**src/rtl/inv_clark_pkg.sv**
```systemverilog
`default_nettype none
// ============================================================================
// Module      : inv_clark_pkg
// Description : Shared helpers for the inverse Clarke pipeline: the
//               sqrt(3)/2 coefficient builder and the output clip.
// Revision    : 1.0 - initial release
// ============================================================================
package inv_clark_pkg;

    // round(sqrt(3)/2 * 2^kf) == round(sqrt(3 * 4^(kf-1))), integer-only
    function automatic longint k2_calc(input int kf);
        longint n;
        longint s;
        longint t;
        n = 64'sd3 << (2 * (kf - 1));
        s = 64'sd0;
        for (int i = 30; i >= 0; i--) begin
            t = s | (64'sd1 << i);
            if (t * t <= n) s = t;
        end
        if (n - s * s > s) s = s + 64'sd1;
        return s;
    endfunction

    // {flag, value}: value limited to the signed w-bit range
    function automatic logic [64:0] clip_fn(input longint v, input int w);
        longint hi;
        longint lo;
        hi = (64'sd1 <<< (w - 1)) - 64'sd1;
        lo = -(64'sd1 <<< (w - 1));
        if (v > hi) return {1'b1, hi};
        if (v < lo) return {1'b1, lo};
        return {1'b0, v};
    endfunction

endpackage
`default_nettype wire

```
**src/rtl/sat_clip.sv**
```systemverilog
`default_nettype none
// ============================================================================
// Module      : sat_clip
// Description : Combinational clip of a W+2 bit signed value to W bits.
// Revision    : 1.0 - initial release
// ============================================================================
module sat_clip
    import inv_clark_pkg::*;
#(
    parameter int W = 16
) (
    input  logic signed [W+1:0] din,
    output logic signed [W-1:0] dout,
    output logic                clip
);

    logic [64:0] w_res;

    assign w_res = clip_fn(longint'(din), W);
    assign dout  = W'(w_res);
    assign clip  = w_res[64];

endmodule
`default_nettype wire

```
**src/rtl/inv_clark_pipe.sv**
```systemverilog
`default_nettype none
// ============================================================================
// Module      : inv_clark_pipe
// Description : Three-stage inverse Clarke transform (alpha/beta/gamma to
//               a/b/c) with valid/ready flow control and optional saturation.
// Revision    : 1.0 - initial release
// ============================================================================
module inv_clark_pipe
    import inv_clark_pkg::*;
#(
    parameter int W      = 16,
    parameter int KF     = 15,
    parameter int SAT_EN = 1
) (
    input  logic                clk,
    input  logic                rst_n,
    input  logic signed [W-1:0] alpha,
    input  logic signed [W-1:0] beta,
    input  logic signed [W-1:0] gamma,
    input  logic                in_valid,
    output logic                in_ready,
    output logic signed [W-1:0] a,
    output logic signed [W-1:0] b,
    output logic signed [W-1:0] c,
    output logic                out_valid,
    input  logic                out_ready,
    output logic [2:0]          out_sat,
    output logic                sat_sticky
);

    localparam int                     c_pw  = W + KF + 2;
    localparam logic signed [KF+1:0]   c_k2  = (KF+2)'(k2_calc(KF));
    localparam logic signed [c_pw-1:0] c_rnd = c_pw'(64'sd1 <<< (KF - 1));

    logic                   w_en;
    logic signed [W+1:0]    w_h;
    logic signed [c_pw-1:0] w_p;
    logic signed [c_pw-1:0] w_kr;
    logic signed [W+1:0]    w_k;
    logic signed [W-1:0]    w_a;
    logic signed [W-1:0]    w_b;
    logic signed [W-1:0]    w_c;
    logic [2:0]             w_sat;

    logic                   r1_v;
    logic signed [W+1:0]    r1_h;
    logic signed [c_pw-1:0] r1_p;
    logic signed [W+1:0]    r1_al;
    logic signed [W+1:0]    r1_ga;
    logic                   r2_v;
    logic signed [W+1:0]    r2_a;
    logic signed [W+1:0]    r2_b;
    logic signed [W+1:0]    r2_c;

    // The whole pipe freezes only when the output register holds an unread sample
    assign w_en     = out_ready | ~out_valid;
    assign in_ready = w_en;

    assign w_h  = (W+2)'(alpha >>> 1);
    assign w_p  = c_pw'(beta) * c_pw'(c_k2);
    assign w_kr = (r1_p + c_rnd) >>> KF;
    assign w_k  = (W+2)'(w_kr);

    generate
        if (SAT_EN != 0) begin : g_sat
            sat_clip #(.W(W)) u_clip_a (.din(r2_a), .dout(w_a), .clip(w_sat[0]));
            sat_clip #(.W(W)) u_clip_b (.din(r2_b), .dout(w_b), .clip(w_sat[1]));
            sat_clip #(.W(W)) u_clip_c (.din(r2_c), .dout(w_c), .clip(w_sat[2]));
        end else begin : g_wrap
            assign w_a   = W'(r2_a);
            assign w_b   = W'(r2_b);
            assign w_c   = W'(r2_c);
            assign w_sat = 3'b000;
        end
    endgenerate

    always_ff @(posedge clk) begin
        if (!rst_n) begin
            r1_v       <= 1'b0;
            r1_h       <= '0;
            r1_p       <= '0;
            r1_al      <= '0;
            r1_ga      <= '0;
            r2_v       <= 1'b0;
            r2_a       <= '0;
            r2_b       <= '0;
            r2_c       <= '0;
            out_valid  <= 1'b0;
            a          <= '0;
            b          <= '0;
            c          <= '0;
            out_sat    <= 3'b000;
            sat_sticky <= 1'b0;
        end else begin
            if (w_en) begin
                r1_v      <= in_valid;
                r1_h      <= w_h;
                r1_p      <= w_p;
                r1_al     <= (W+2)'(alpha);
                r1_ga     <= (W+2)'(gamma);
                r2_v      <= r1_v;
                r2_a      <= r1_al + r1_ga;
                r2_b      <= r1_ga - r1_h + w_k;
                r2_c      <= r1_ga - r1_h - w_k;
                out_valid <= r2_v;
                a         <= w_a;
                b         <= w_b;
                c         <= w_c;
                out_sat   <= w_sat & {3{r2_v}};
            end
            if (out_valid && out_ready && (out_sat != 3'b000)) begin
                sat_sticky <= 1'b1;
            end
        end
    end

endmodule
`default_nettype wire

```
**config.mk**
```make
export PLATFORM = sky130hd
export DESIGN_NAME = inv_clark_pipe
export DESIGN_NICKNAME = d
export VERILOG_FILES = /design/src/rtl/inv_clark_pkg.sv /design/src/rtl/sat_clip.sv /design/src/rtl/inv_clark_pipe.sv
export SDC_FILE = /design/constraint.sdc
export NUM_CORES = 1
export LEC_CHECK = 0
export CORE_MARGIN = 5
export CORE_UTILIZATION = 50
export DETAILED_ROUTE_END_ITERATION = 6
export PLACE_DENSITY = 0.78
export SYNTH_ARGS = -nofsm -noshare
export SYNTH_HDL_FRONTEND = slang
export SYNTH_HIERARCHICAL = 1
export SYNTH_SLANG_ARGS = --single-unit
```
**constraint.sdc**
```tcl
create_clock -name clk -period 9.9 [get_ports clk]
set_clock_uncertainty 0.05 [all_clocks]
set_input_delay 1.485 -clock clk [delete_from_list [all_inputs] [get_ports clk]]
set_output_delay 1.485 -clock clk [all_outputs]
set_load 0.01 [all_outputs]
```
==> results.cfg <==
[status]
status = complete, no violations

[critical_path]
reg2reg_from = r1_ga[0]
crit_arrival_ns = 7.46
reg2reg_to = r2_b[15]
reg2reg_depth = 19
start_kind = primary input
path_class = primary input to flop
cp.required_ns = 10.19
end_kind = flop
r2r_slack_ns = 5.38
path_max_fanout = 6

[timing]
min_period_over_period_pct = 72.4
layout_setup_ws_ns = 2.73
finalHoldViolCount = 0
fin_hold_ws_ns = 0.400
finalMaxSlewViolations = 0
fmax_mhz = 140
final-setup-viol-count = 0
period_needed_ns = 7.17
rsz0062_at_grt = no
tightest_slew_ns = 1.17
max_slew_margin_pct = 22.3
finalSetupTns_ns = 0

[worst_hold_path]
worstHoldStart = c[13]
holdPathEnd = c[13]
holdPathStages = 2
worstHoldPathType = flop to flop

[pwr]
internal_power_mw = 3.01
peakVddDrop_v = 0.000263
total_power_mw = 5.63
power.leakage_nw = 7.55
p_sw_mw = 2.61
seqPwrFrac_pct = 17.7
swShare_pct = 46.5
p_per_area_nw_per_um2 = 341
clockPowerShare_pct = 12.0
combPwrFrac_pct = 70.4

[route]
drc_errors = 0
drt-met1-wl_um = 15000
dr.pass1.iters = 6
vias = 11800
avgViaCountPerCell = 5.36
wl_met2_um = 16300
drt_iter0_markers = 673
wl_um = 33400
highest_layer = met4
wl_per_cell_um = 15.2
postRouteAntennaNets = 0
wl_met3_um = 900

[layout]
stdcell_area_um2 = 16500
nets = 2150
antennaDiodeCount = 0
utilization_pct = 57.1
fin_cells = 2205
multi_input_area_um2 = 10300
areaGrowthSynthToFinish_pct = 12.0
register_area_um2 = 3140
n_fill_cell = 2537
drive_above_1_share_pct = 5.99

[clock_tree]
cts_made_buffers = 17
cts_tree = yes
cts-htree-levels = 4
insertion_delay_ns = 0.43
cts.sinks = 157
cts_resized = 0
holdBufCountCts = 0
root_buffer = clkbuf_16
clk_pin_slew_ns = 0.07
postCtsSetupRepairBufs = 0
clockBufferDepth = 2

[logic_synthesis]
syn_nets = 2098
async_reset_ff_share_pct = 0
netlist_area_um2 = 14700
seq_area_frac_synth_pct = 21.3
synth_common_cells = nand2_1, inv_1, ha_1, a21oi_1, dfxtp_1
synth_top_area_share_pct = 21.3
synth.most_common_cell = nand2_1
synth.ff_latch_count = 157
synth_area_per_cell_um2 = 8.40
yosysUniqueCellTypes = 66
yosys.area.top_type = dfxtp_1
syn_inst = 1756
synthTopCellsByArea = dfxtp_1, fa_1, ha_1, nand2_1, a21oi_1
yosysWarningCount = 6
synth_top_flop_cell = dfxtp_1
synth_edf_count = 0

[placed_design]
postPlaceCellArea_um2 = 15900
io_buffer_count = 105
gp_congestion = 0.934
dp.cells = 2173
dp_slack_ns = 2.25
dpl.hpwl_um = 26200

[floorplanning]
die_w_um = 182
die_h_um = 182
io_pins = 106
core_um2 = 28900
start_util_pct = 51.0
dieArea_um2 = 33000
core.rowCount = 62

[global_route]
overflow = 0
grt_start_max_net_pins = 104
antenna_found_initial = 0
grt_pass1_wl_um = 55500
first_global_vias = 11600
track_usage_pct = 20.0

[flow_run]
cap_violations = 0
registers in the layout, indices dropped and copies added (netlist names), 16 cells and up:
signal,count
r1_p,18
r2_b,18
r2_a,17
r2_c,17
a,16
b,16
c,16
r1_ga,16
power by group through the flow:
stage                     Clock, mW  Combinational [mW]  Sequential [mW]
after floorplan                   0                3.11            0.978
after global placement            0                3.81            0.995
after detailed placement          0                3.95             1.00
after CTS                     0.682                3.98            0.991
after global routing          0.705                4.52             1.02
final                         0.673                3.96            0.993
final cells by class:
class	instances	share of cell area (%)
clock buffer	18	2.60
tap	384	2.91
multi-input combinational	1295	62.6
clock inverter	14	1.04
inverter	224	5.11
sequential	157	19.0
timing repair buffer	113	6.73
routing by layer:
layer / track usage, % / vias to the layer above
li1: - / 5952
met1: 25.4 / 5582
met2: 34.5 / 221
met3: 2.08 / 74
met4: 8.74 / 0
met5: 0 / -
how the worst max path moves through the flow:
stage | startpoint | to | slack, ns | cells past startpoint
4_1_cts | beta[7] | r1_p[31] | 2.69 | 19
2_1_floorplan | beta[5] | r1_p[31] | 3.27 | 18
3_3_place_gp | beta[7] | r1_p[31] | 2.39 | 19
5_1_grt | beta[7] | r1_p[20] | 2.45 | 19
6_report | beta[7] | r1_p[31] | 2.73 | 19
3_5_place_dp | beta[7] | r1_p[31] | 2.25 | 19
critical path, cell delays in order:
cell	delay [ns]
clkdlybuf4s50_1	0.53
ha_1	0.43
inv_1	0.09
fa_1	0.56
fa_1	0.43
fa_1	0.49
inv_1	0.06
fa_1	0.57
fa_1	0.43
ha_1	0.31
a21o_1	0.18
a21o_1	0.17
a221o_1	0.32
o21a_1	0.20
o21ai_1	0.34
nand2b_1	0.24
a31o_2	0.29
xnor2_1	0.12
a211oi_1	0.21
kinds of logic (layout without fill, tap and decap cells):
logic type	after synthesis	after routing	synth area share, %
multiplexers	1	1	0.0679
flip-flops	157	157	21.3
AO/OA/AOI/OAI	426	426	19.8
XOR/XNOR	91	91	5.41
adder cells (fa/ha/maj)	291	291	30.7
buffers and inverters	304	369	8.66
AND/OR/NAND/NOR	486	486	14.1
cell usage in the layout, fill, tap and decap left out, drive strengths merged, types with 14 or more instances in the layout:
master           n
nand2          258
inv            232
ha             172
a21oi          169
dfxtp          157
fa             118
nor2           113
clkdlybuf4s50  105
xnor2           58
o21ai           54
o22ai           48
a21boi          45
xor2            33
nor3            28
a21o            26
nand3           20
a211oi          18
clkbuf          18
nand2b          14
and3            14
(Power assumes the default switching activity.)
